`src/rtl/municao_jogador_pkg.sv`:
```
// Shared constants for the player munition: VGA blanking limits, playfield
// limits, pixel colours and the shot FSM encoding.
package municao_jogador_pkg;

    localparam int H_MIN    = 96;
    localparam int V_MIN    = 2;
    localparam int Y_LIMITE = 540;

    localparam logic [7:0] COR_CHEIA = 8'hFF;
    localparam logic [7:0] COR_NULA  = 8'h00;

    typedef enum logic [1:0] {
        OCIOSO  = 2'd0,
        VOO     = 2'd1,
        RECARGA = 2'd2
    } estado_t;

endpackage

```
`src/rtl/municao_jogador_borda.sv`:
```
// detector_borda: two-flop synchroniser for an asynchronous button followed by
// a registered rising-edge pulse; a held button yields a single pulse.
module detector_borda (
    input  logic i_clk,
    input  logic i_rst_n,
    input  logic i_sinal,
    output logic o_pulso
);

    logic r_sync0;
    logic r_sync1;
    logic r_sync2;
    logic r_pulso;

    always_ff @(posedge i_clk or negedge i_rst_n) begin
        if (!i_rst_n) begin
            r_sync0 <= 1'b0;
            r_sync1 <= 1'b0;
            r_sync2 <= 1'b0;
            r_pulso <= 1'b0;
        end else begin
            r_sync0 <= i_sinal;
            r_sync1 <= r_sync0;
            r_sync2 <= r_sync1;
            r_pulso <= r_sync1 & ~r_sync2;
        end
    end

    assign o_pulso = r_pulso;

endmodule

```
`src/rtl/municao_jogador.sv`:
```
// Player shot: launched by the fire button from the ship position, climbs one
// pixel per DELAY_MOVIMENTO cycles, pulses acerto on an enemy hit and paints itself.
import municao_jogador_pkg::*;

module municao_jogador #(
    parameter int DELAY_MOVIMENTO = 200000,
    parameter int COOLDOWN        = 25000000,
    parameter int Y_TOPO          = 3,
    parameter int LARGURA_INIMIGO = 40,
    parameter int ALTURA_INIMIGO  = 30,
    parameter int TIRO_W          = 2,
    parameter int TIRO_H          = 20
) (
    input  logic        clk,
    input  logic        reset,
    input  logic        btn_fire,
    input  logic [10:0] posX_jogador,
    input  logic [10:0] posY_jogador,
    input  logic [10:0] posX_inimigo,
    input  logic [10:0] posY_inimigo,
    input  logic [9:0]  h_counter,
    input  logic [9:0]  v_counter,
    output logic [10:0] posX_Municao1,
    output logic [10:0] posY_Municao1,
    output logic        tiro_ativo,
    output logic        acerto,
    output logic [7:0]  R,
    output logic [7:0]  G,
    output logic [7:0]  B
);

    localparam int PASSO_W   = $clog2(DELAY_MOVIMENTO + 1);
    localparam int RECARGA_W = $clog2(COOLDOWN + 1);

    estado_t              r_estado;
    logic [PASSO_W-1:0]   r_passo;
    logic [RECARGA_W-1:0] r_recarga;
    logic [10:0]          r_x;
    logic [10:0]          r_y;
    logic                 r_tiro_ativo;
    logic                 r_acerto;
    logic [7:0]           r_r;
    logic [7:0]           r_g;
    logic [7:0]           r_b;

    logic        w_disparo;
    logic [10:0] w_x_lim_ini;
    logic [10:0] w_y_lim_ini;
    logic [10:0] w_x_fim;
    logic [10:0] w_y_fim;
    logic [10:0] w_h;
    logic [10:0] w_v;
    logic        w_hit;
    logic        w_tick;
    logic        w_fim_recarga;
    logic        w_pixel_tiro;

    detector_borda u_borda (
        .i_clk   (clk),
        .i_rst_n (reset),
        .i_sinal (btn_fire),
        .o_pulso (w_disparo)
    );

    // All bounds are 11-bit unsigned and wrap like the hardware adders would.
    assign w_x_lim_ini = posX_inimigo + 11'(LARGURA_INIMIGO);
    assign w_y_lim_ini = posY_inimigo + 11'(ALTURA_INIMIGO);
    assign w_x_fim     = r_x + 11'(TIRO_W);
    assign w_y_fim     = r_y + 11'(TIRO_H);
    assign w_h         = {1'b0, h_counter};
    assign w_v         = {1'b0, v_counter};

    assign w_hit = (posX_inimigo <= r_x) && (r_x < w_x_lim_ini) &&
                   (posY_inimigo <= r_y) && (r_y < w_y_lim_ini);
    assign w_tick        = (r_passo == PASSO_W'(DELAY_MOVIMENTO - 1));
    assign w_fim_recarga = (r_recarga == RECARGA_W'(COOLDOWN - 1));
    assign w_pixel_tiro  = r_tiro_ativo &&
                           (r_x <= w_h) && (w_h < w_x_fim) &&
                           (r_y <= w_v) && (w_v < w_y_fim);

    always_ff @(posedge clk or negedge reset) begin
        if (!reset) begin
            r_estado     <= OCIOSO;
            r_passo      <= '0;
            r_recarga    <= '0;
            r_x          <= '0;
            r_y          <= '0;
            r_tiro_ativo <= 1'b0;
            r_acerto     <= 1'b0;
        end else begin
            r_acerto <= 1'b0;
            case (r_estado)
                OCIOSO: begin
                    if (w_disparo) begin
                        r_x          <= posX_jogador;
                        r_y          <= posY_jogador;
                        r_passo      <= '0;
                        r_tiro_ativo <= 1'b1;
                        r_estado     <= VOO;
                    end
                end
                VOO: begin
                    // A hit wins over a step tick landing on the same cycle.
                    if (w_hit) begin
                        r_acerto     <= 1'b1;
                        r_tiro_ativo <= 1'b0;
                        r_recarga    <= '0;
                        r_estado     <= RECARGA;
                    end else if (w_tick) begin
                        r_passo <= '0;
                        if (r_y <= 11'(Y_TOPO)) begin
                            r_tiro_ativo <= 1'b0;
                            r_recarga    <= '0;
                            r_estado     <= RECARGA;
                        end else begin
                            r_y <= r_y - 11'd1;
                        end
                    end else begin
                        r_passo <= r_passo + PASSO_W'(1);
                    end
                end
                RECARGA: begin
                    if (w_fim_recarga) begin
                        r_estado <= OCIOSO;
                    end else begin
                        r_recarga <= r_recarga + RECARGA_W'(1);
                    end
                end
                default: begin
                    r_tiro_ativo <= 1'b0;
                    r_estado     <= OCIOSO;
                end
            endcase
        end
    end

    always_ff @(posedge clk or negedge reset) begin
        if (!reset) begin
            r_r <= COR_NULA;
            r_g <= COR_NULA;
            r_b <= COR_NULA;
        end else begin
            r_r <= COR_NULA;
            r_b <= COR_NULA;
            if ((w_v <= 11'(V_MIN)) || (w_h <= 11'(H_MIN))) begin
                r_g <= COR_NULA;
            end else if (w_pixel_tiro) begin
                r_g <= COR_CHEIA;
            end else begin
                r_g <= COR_NULA;
            end
        end
    end

    assign posX_Municao1 = r_x;
    assign posY_Municao1 = r_y;
    assign tiro_ativo    = r_tiro_ativo;
    assign acerto        = r_acerto;
    assign R             = r_r;
    assign G             = r_g;
    assign B             = r_b;

endmodule

```
`config.mk`:
```
export PLATFORM = sky130hd
export DESIGN_NAME = municao_jogador
export DESIGN_NICKNAME = d
export VERILOG_FILES = /design/src/rtl/municao_jogador_pkg.sv /design/src/rtl/municao_jogador_borda.sv /design/src/rtl/municao_jogador.sv
export SDC_FILE = /design/constraint.sdc
export NUM_CORES = 1
export LEC_CHECK = 0
export CAP_MARGIN = 20
export CORE_MARGIN = 4
export CORE_UTILIZATION = 49
export CTS_CLUSTER_SIZE = 16
export DETAILED_ROUTE_END_ITERATION = 8
export PLACE_DENSITY_LB_ADDON = 0.12
export SLEW_MARGIN = 20
export SYNTH_ARGS = -nofsm -noshare
export SYNTH_HDL_FRONTEND = slang
export SYNTH_SLANG_ARGS = --single-unit
export TNS_END_PERCENT = 100
```
`constraint.sdc`:
```
create_clock -name clk -period 2.9 [get_ports clk]
set_input_delay 0.29 -clock clk [delete_from_list [all_inputs] [get_ports clk]]
set_output_delay 0.29 -clock clk [all_outputs]
set_load 0.05 [all_outputs]
```
=== Yosys cells after proc, flatten, opt, wreduce, memory -nomap -nowiden ===
Index checks and enable logic that the tools add are counted.
Widths: inputs -> output; s select.

* Eq/ne operators: 12
* Reduce and logical (&&, ||, !) cells: 17
* Bitwise gates (word level): 3
* $add $sub $neg: 7
* Mux-type cells: 29
* Magnitude comparators: 11

{| class="wikitable"
|+ Operators with widths
! cell !! number
|-
| $mux 25 || 4
|-
| $mux 18 || 3
|-
| $pmux 25 s2 || 1
|-
| $mux 11 || 4
|-
| $pmux 18 s2 || 1
|-
| $add 25x1->25 const B || 1
|-
| $eq 25x25->1 const B || 1
|-
| $add 11x5->11 const B || 2
|-
| $le 11x10->1 || 2
|-
| $le 11x11->1 || 2
|-
| $lt 10x11->1 || 2
|-
| $lt 11x11->1 || 2
|-
| $pmux 11 s2 || 1
|-
| $add 18x1->18 const B || 1
|-
| $eq 18x18->1 const B || 1
|-
| $mux 8 || 2
|-
| $reduce_and 4->1 || 3
|-
| $add 11x2->11 const B || 1
|-
| $add 11x6->11 const B || 1
|-
| $le 11x2->1 const B || 1
|-
| $sub 11x1->11 const B || 1
|-
| $le 10x2->1 const B || 1
|-
| $le 10x7->1 const B || 1
|-
| $mux 2 || 5
|-
| 17 further kinds || 35
|}

* Register bits after elaboration: 81
* Bits of input ports: 67
* Word-level logic and storage cells: 91
* Output and inout port bits: 48

=== Logic depth before layout (Yosys ltp) ===
Gate-level depths: netlist of run 1.

* Depth after elaboration: 7
* Gate-level depth with buffers: 15
* Gate-level depth less buffers: 13

=== By module ===
A second synthesis of run 1 with hierarchy kept.

* Cell total of the unflattened synthesis: 784
* Area total of the unflattened synthesis: 6759.0 um2

{| class="wikitable"
|+ By module, submodules not included
! module !! seq. area each (um2) !! cells an instance !! instances !! area each (um2)
|-
| municao_jogador || 1751.7 || 779 || 1 || 6645.1
|-
| detector_borda || 100.1 || 5 || 1 || 113.9
|}

=== Least setup slack after synthesis of run 1 ===
No wires, ideal clock.

* Kind: register -> register
* Start point: register r_y[6], in the netlist posY_Municao1[6]
* End point: register r_recarga[10]
* Data required time: 2.822 ns
* Setup time: 0.078 ns
* Clock period less this slack: 3.175 ns
* Stages on the path, launching flop included: 12
* Arrival time: 3.097 ns
* Buffers on the path: 2
* Path slack: -0.275 ns
* Cells stage by stage: dfrtp_1 clkbuf_1 inv_1 ha_1 a21oi_2 o21ai_2 a2111oi_4 o211a_4 a31oi_4 buf_6 or4_1 a21oi_1

* Cells in the longest elaborated chain, start to end: 5
* Elaborated cells on any way between the ends: 10
* Classes of those cells: 3 x order compare; 2 x eq/ne; 2 x mux; 3 x reduce/logical

{| class="wikitable"
|+ RTL lines
! what !! RTL line !! RTL
|-
| start: declaration || municao_jogador.sv:39 || <nowiki>logic [10:0] r_y;</nowiki>
|-
| start signal: assignment || municao_jogador.sv:96 || <nowiki>r_y <= posY_jogador;</nowiki>
|-
| start signal: assignment || municao_jogador.sv:116 || <nowiki>r_y <= r_y - 11'd1;</nowiki>
|-
| $le 11x11->1 || municao_jogador.sv:74 || <nowiki>(posY_inimigo <= r_y) && (r_y < w_y_lim_ini);</nowiki>
|-
| $logic_and 1x1->1 || municao_jogador.sv:73 || <nowiki>assign w_hit = (posX_inimigo <= r_x) && (r_x < w_x_lim_ini) &&</nowiki>
|-
| $logic_and 1x1->1 || municao_jogador.sv:74 ||
|-
| $ne 3x3->1 (no source line) / $mux 25 (equally long branches) || -- ||
|-
| $reduce_and 4->1 (no source line) / $pmux 25 s2 (equally long branches) || -- ||
|-
| end signal: assignment || municao_jogador.sv:126 || <nowiki>r_recarga <= r_recarga + RECARGA_W'(1);</nowiki>
|-
| end: declaration || municao_jogador.sv:37 || <nowiki>logic [RECARGA_W-1:0] r_recarga;</nowiki>
|}

Several ways; a longest one is shown, not always the timed one.
A chain may end at the register's enable or synchronous reset.

=== Final worst setup path of run 1 ===
* Start point: register r_y[9], in the netlist posY_Municao1[9]
* End point: register r_recarga[0]

The elaborated chain is that of the path after synthesis.

==> metrics.md, run 1 <==
| Metric | Value |
|---|---|
| Outcome | complete, no violations |
| Root Buffer | clkbuf_16 |
| Register area share after synthesis | 27.7% |
| Top cell family by delay on the critical path | compound AO/OA/AOI/OAI gates |
| Final TNS setup | 0 ps |
| Worst EP arrival | about 3100 ps |
| TritonCTS Buffers | 9 |
| Post-Synthesis Cells | 784 |
| H-tree levels | 3 |
| Unrepaired setup endpoints after global routing | true |
| Slew headroom | 35.2% |
| FILL cells | approximately 1000 |
| Residual DRC | 0 |
| Clk sinks | between 70 and 80 |
| IO Count | 115 |
| Fin crit share | 99.6% |
| Final setup viols | 0 |
| Skew final | roughly 8.4 ps |
| FF/Latch Area | around 0.0019 mm2 |
| Core ar. | between 0.01 and 0.015 mm2 |
| Hpwl dp | ~15000 um |
| Worst slew pin tran | around 970 ps |
| Placed Instance Area | between 0.008 and 0.009 mm2 |
| Slew Viols, Final | 0 |
| Worst vdd ir | 600 uV |
| Crit-path max cell delay | around 420 ps |
| Via count | around 6700 |
| Initial antenna violation count | 0 |
| Clock buffer depth | 2 |
| Most frequent cells in the layout | 88 x ha_1, 82 x buf_4, 81 x clkdlybuf4s50_1, 65 x dfrtp_1, 56 x inv_1 |
| GPL Wtd Cong | 0.949 |
| Reg clk slew, reported paths | around 60 ps |
| Final hold vios | 0 |
| Crit path max fanout | 8 |
| Synth warnings | 0 |
| Post-route cell area | 0.00912 mm2 |
| Worst-path cell chain | inv_2 -> ha_4 -> nand4_1 -> a211oi_2 -> a2111oi_4 -> o211a_4 -> a31oi_4 -> clkbuf_16 -> nand2b_4 -> mux2_2 |
| Global-route wire length before repair | approximately 32000 um |
| Avg Cell Area, Syn | approximately 8.5 um2 |
| Antenna cell count | 0 |
| Clk_lat worst skew | around 350 ps |
| TritonCTS clock tree | yes |
| I/O Buffers | 98 |
| Detailed Route Iter0 Violations | about 560 |
| Most common cell after layout, fill and taps aside | ha_1 |
| Power per cell area | 913 mW/mm2 |
| Cell area after synthesis | 0.00668 mm2 |
| Async S/R FF share, synth | 100% |
| Die Ht | 125 um |
| Hold_buf cts | 0 |
| Slowest CP cell | dfrtp_2 |
| Max Cap Viol | 0 |
| Die Span X | ~120 um |
| Initial Utilization | between 50 and 60% |
| CP endpoint kind | flip-flop |
| Vias per cell | between 5 and 6 |
| Drt pass-1 iters | 5 |
| Routed WL per cell | about 18 um |
| Required @ worst endpoint | 3130 ps |
| Yosys reg bits | 74 |
| Largest net degree at the start of global routing | 75 |
| Grt total ovfl | 0 |
| Clock period minus worst slack | between 2000 and 3000 ps |
| Tot GR Track Use | approximately 25% |
| CP Class | flip-flop to flip-flop |
| Vias in the first global route | roughly 6600 |
| Multi-input logic area | around 0.0046 mm2 |
| Total length of routed wires | just over 20000 um |
| Share of cells above drive strength 1 | 20.9% |
| Worst min path class | input pin to async pin |
| Nets | between 1000 and 1500 |
| Pleak | 4.12 nW |
| EDFF count, synth | 0 |
| Most used flip-flop cell after synthesis | dfrtp_1 |
| Max frequency | roughly 350 MHz |
| Crit path launch type | flip-flop |
| Die area | 0.0156 mm2 |
| Pre-CTS setup slack | -688 ps |
| Antenna viol nets, final | 0 |
| Count of cell types in the netlist | 72 |
| WP buf/inv | 2 |
| Rows | 42 |
| Setup slack after layout | 12.9 ps |
| P&R area growth vs syn | 36.5% |
[flip-flops by register name, indices dropped and copies added (netlist names)]
register         flops
r_recarga           25
r_passo             18
posX_Municao1       11
posY_Municao1       11
r_estado             2
G                    1
acerto               1
tiro_ativo           1
u_borda.o_pulso      1
u_borda.r_sync0      1
u_borda.r_sync1      1
u_borda.r_sync2      1
[per-stage QoR]
| step | power, mW | hold WS, ps | utilization [%] | instances |
|---|---|---|---|---|
| finish | 8.32 | 106 | 68.6 | 1134 |
| global route | 8.90 | 171 | 68.6 | 1134 |
| CTS | 8.04 | 139 | 66.4 | 1121 |
| detailed placement | 6.37 | 365 | 62.3 | 1094 |
| global placement | 6.24 | 364 | 62.3 | 1094 |
| floorplan | 4.64 | -5.59 | - | 799 |
[synth_stat cells, types with 18 or more instances]
master | instances | area, um2
xnor2_1 | 23 | 201
dfrtp_1 | 74 | 1850
nor3_1 | 18 | 90.1
buf_4 | 23 | 173
ha_1 | 93 | 1160
nand3_1 | 44 | 220
a21oi_1 | 50 | 250
clkbuf_1 | 18 | 67.6
inv_1 | 59 | 221
o21ai_0 | 49 | 245
nand2_1 | 49 | 184
o31ai_1 | 18 | 135
nand4_1 | 22 | 138
nor2_1 | 46 | 173
[power breakdown]
part           internal, mW  leakage, nW  total [mW]  switching, mW
Clock                 0.894        0.177        1.36          0.462
Combinational          2.32         2.98        5.42           3.11
Sequential             1.28        0.961        1.54          0.256
Total                  4.50         4.12        8.32           3.82
[cell families (layout without fill, tap and decap cells)]
logic type	count (synthesis)	count (layout)	share of synthesized area (%)
other	1	16	0.0562
DFF	74	74	27.7
muxes	6	6	0.937
buffers and inverters	109	268	7.66
xor gates and xnor gates	29	29	3.80
adders and majority gates	93	93	17.4
AOI/OAI and AO/OA	202	202	20.7
and+or+nand+nor	270	270	21.7
[worst register-to-register path, cell delays in order, from the launching register on]
cell and delay [ps]:
dfrtp_2 420, inv_2 70, ha_4 270, nand4_1 200
a211oi_2 390, a2111oi_4 90, o211a_4 290, a31oi_4 350
clkbuf_16 240, nand2b_4 140, mux2_2 330
[worst paths after layout]
| path | startpoint | end | slack [ps] | depth (start not counted) |
|---|---|---|---|---|
| max in group asynchronous | reset | posY_Municao1[6] | 2110 | 1 |
| min in group clk | u_borda.r_sync1 | u_borda.r_sync2 | 380 | 0 |
| max reg2reg | posY_Municao1[9] | r_recarga[0] | 10 | 10 |
| max | posY_Municao1[9] | r_recarga[0] | 10 | 10 |
| min | reset | r_passo[11] | 110 | 1 |
| min reg2reg | u_borda.r_sync1 | u_borda.r_sync2 | 380 | 0 |
[what timing repair did]
action	CTS	global route
endpoints found under the hold margin	0	0
buffers inserted	8	11
endpoints found under the setup margin	51	39
cloned	3	2
pin swaps	24	47
resized for setup	47	60
[cell type report]
| class | count | share of cell area, % |
|---|---|---|
| sequential | 74 | 20.4 |
| inverter | 59 | 2.46 |
| tap | 176 | 2.42 |
| multi-input combinational | 616 | 50.8 |
| clock inverter | 5 | 1.18 |
| timing repair buffer | 193 | 20.0 |
| clock buffer | 11 | 2.77 |
[metal layers]
layer / track usage [%] / wire length (um)
met5: 0 / 0
met4: 9.03 / 594
met3: 4.16 / 1110
met2: 42.4 / 10000
met1: 31.6 / 8750
No activity file was read; power rests on OpenSTA's default activity.
==> run 2: changes to the inputs <==
--- a/config.mk
+++ b/config.mk
@@ -10,6 +10,7 @@
 export CORE_UTILIZATION = 49
 export CTS_CLUSTER_SIZE = 16
 export DETAILED_ROUTE_END_ITERATION = 8
+export GPL_ROUTABILITY_DRIVEN = 0
 export PLACE_DENSITY_LB_ADDON = 0.12
 export SLEW_MARGIN = 20
 export SYNTH_ARGS = -nofsm -noshare
==> metrics.md, run 2 (synthesis results as in run 1) <==
| Metric | Value |
|---|---|
| Share of cells above drive strength 1 | 20.1% (-0.81 points) |
| Post-route cell area | 0.00899 mm2 (-1.4%) |
| Final hold vios | 0 (unchanged) |
| Pwr Total | 7.95 mW (-4.4%) |
| Clock period minus worst slack | 2850 ps (-33.9 ps) |
| Grt total ovfl | 0 (unchanged) |
| IO Count | 115 (unchanged) |
| Most frequent cells in the layout | 90 x ha_1, 82 x clkdlybuf4s50_1, 78 x buf_4, 66 x dfrtp_1, 57 x inv_1 |
| Unrepaired setup endpoints after global routing | true |
| Antenna viol nets, final | 0 (unchanged) |
| Clk sinks | 74 (unchanged) |
| Max reg flops | 25 (unchanged) |
| Initial antenna violation count | 0 (unchanged) |
| Routed WL per cell | 17.5 um (-3.0%) |
| Required @ worst endpoint | 3170 ps (+40 ps) |
| Slew headroom | 37.6% (+2.4 points) |
| Rows | 42 (unchanged) |
| Via count | 6611 (-1.4%) |
| Most common cell after layout, fill and taps aside | ha_1 |
| Core ar. | 0.0133 mm2 (unchanged) |
| Slew Viols, Final | 0 (unchanged) |
| Reg clk slew, reported paths | 60 ps (about the same) |
| Biggest register | r_recarga |
| Hpwl dp | 14800 um (+1.4%) |
| Clock buffer depth | 2 (unchanged) |
| P&R area growth vs syn | 34.6% |
| Total length of routed wires | 19800 um (-3.5%) |
| CP Class | input pin to flip-flop |
| Power per cell area | 885 mW/mm2 (-3.1%) |
| Minimum hold slack | 85.2 ps (-20.6 ps) |
| Vias in the first global route | 6674 (+1.4%) |
| CP endpoint kind | flip-flop |
| Initial Utilization | 50.2% (unchanged) |
| Placed Instance Area | 0.00833 mm2 (+0.60%) |
| Drt pass-1 iters | 5 (unchanged) |
| Max Cap Viol | 0 (unchanged) |
| Worst min path class | input pin to async pin |
| Largest regs | r_recarga: 25 flops, r_passo: 18 flops |
| Detailed Route Iter0 Violations | 432 (-23%) |
| Crit path max fanout | 5 (-3) |
| Tot GR Track Use | 24.8% (-0.055 points) |
| FILL cells | 1078 (+2.8%) |
| Outcome | complete, no violations |
| Largest net degree at the start of global routing | 75 (unchanged) |
| Slowest CP cell | or4_4 |
| Residual DRC | 0 (unchanged) |
| WP buf/inv | 4 (+2) |
| Worst EP arrival | 3130 ps (+20 ps) |
| Die Ht | 125 um (unchanged) |
| TritonCTS Buffers | 9 (unchanged) |
| Skew final | 4.98 ps (-3.42 ps) |
| Die area | 0.0156 mm2 (unchanged) |
| Fin crit share | 98.4% (-1.2 points) |
| Vias per cell | 5.86 (-0.89%) |
| Die Span X | 125 um (unchanged) |
| Worst-path cell chain | buf_8 -> buf_6 -> nor4_4 -> buf_4 -> nor3b_2 -> xnor2_1 -> ha_1 -> a2111oi_4 -> o211a_4 -> a31oi_4 -> buf_12 -> or4_4 -> a21oi_2 |
| Crit path launch type | input pin |
| Antenna cell count | 0 (unchanged) |
| Top cell family by delay on the critical path | compound AO/OA/AOI/OAI gates |
| Pleak | 4.06 nW (-1.3%) |
| Worst vdd ir | 509 uV (-15%) |
| Crit-path max cell delay | 530 ps (+110 ps) |
| Final setup viols | 0 (unchanged) |
| Worst slew pin tran | 935 ps (-36.0 ps) |
| Nets | 1107 (-0.54%) |
| I/O Buffers | 98 (unchanged) |
| TritonCTS clock tree | yes |
| Global-route wire length before repair | 32200 um (about the same) |
| Clk_lat worst skew | 340 ps (about the same) |
| Max frequency | 350 MHz (+1.2%) |
| H-tree levels | 3 (unchanged) |
| Root Buffer | clkbuf_16 |
-- run 2: changes by cell type in the layout (fill, tap and decap cells not counted), sizes merged --
cell	previous run	this run
clkbuf	22	15
clkinvlp	0	2
dlygate4sd2	5	2
clkinv	0	2
bufbuf	0	1
dlymetal6s2s	0	3
inv	61	59
buf	96	92
clkdlybuf4s15	0	3
clkdlybuf4s50	81	82
bufinv	3	1
-- run 2: final cells by class --
| type | instances | area, um2 | share of cell area, % |
|---|---|---|---|
| Clock buffer | 11 | 243 | 2.70 |
| Clock inverter | 5 | 55.1 | 0.612 |
| Inverter | 59 | 226 | 2.52 |
| Multi-Input combinational cell | 616 | 4630 | 51.5 |
| Sequential cell | 74 | 1860 | 20.7 |
| Tap cell | 176 | 220 | 2.45 |
| Timing Repair Buffer | 187 | 1760 | 19.5 |
-- run 2: path summary, 6_finish.rpt --
kind | start | endpoint | slack (ps) | cells after the start
setup reg to reg | posY_Municao1[2] | r_recarga[18] | 70 | 10
max in group asynchronous | reset | posY_Municao1[6] | 2150 | 1
hold reg to reg | u_borda.r_sync1 | u_borda.r_sync2 | 390 | 0
min in group clk | btn_fire | u_borda.r_sync0 | 390 | 1
hold / removal | reset | r_passo[7] | 90 | 1
setup / recovery | posY_inimigo[2] | r_recarga[18] | 50 | 13
-- run 2: power breakdown --
| part | internal, mW | total (mW) | leakage, nW | switching [mW] |
|---|---|---|---|---|
| registers | 1.28 | 1.53 | 0.963 | 0.251 |
| clock network | 0.687 | 1.13 | 0.142 | 0.442 |
| logic | 2.23 | 5.29 | 2.96 | 3.07 |
| total | 4.20 | 7.95 | 4.06 | 3.76 |
-- run 2: per-layer routing --
metal | part of all wire [%] | track usage, %
met4 | 3.5 | 10.5
met5 | 0 | 0
met1 | 42 | 30.9
met2 | 49 | 41.9
met3 | 5.0 | 4.93
-- run 2: timing repair --
action	in CTS	in global routing
gates resized for setup	42	54
endpoints found under the setup margin	49	51
hold buffers	0	0
pin swaps	23	42
cloned	1	1
buffers inserted	7	4
-- run 2: through the flow --
step                      worst slack, ps  TNS (ps)  std cells  util (%)
after global routing                -46.9      -155       1128      67.6
after global placement               -667    -27150       1099      62.7
after detailed placement             -701    -27950       1099      62.7
after CTS                           -11.2     -30.2       1123      65.9
after floorplan                      1.06         0        799         -
final                                46.8         0       1128      67.6
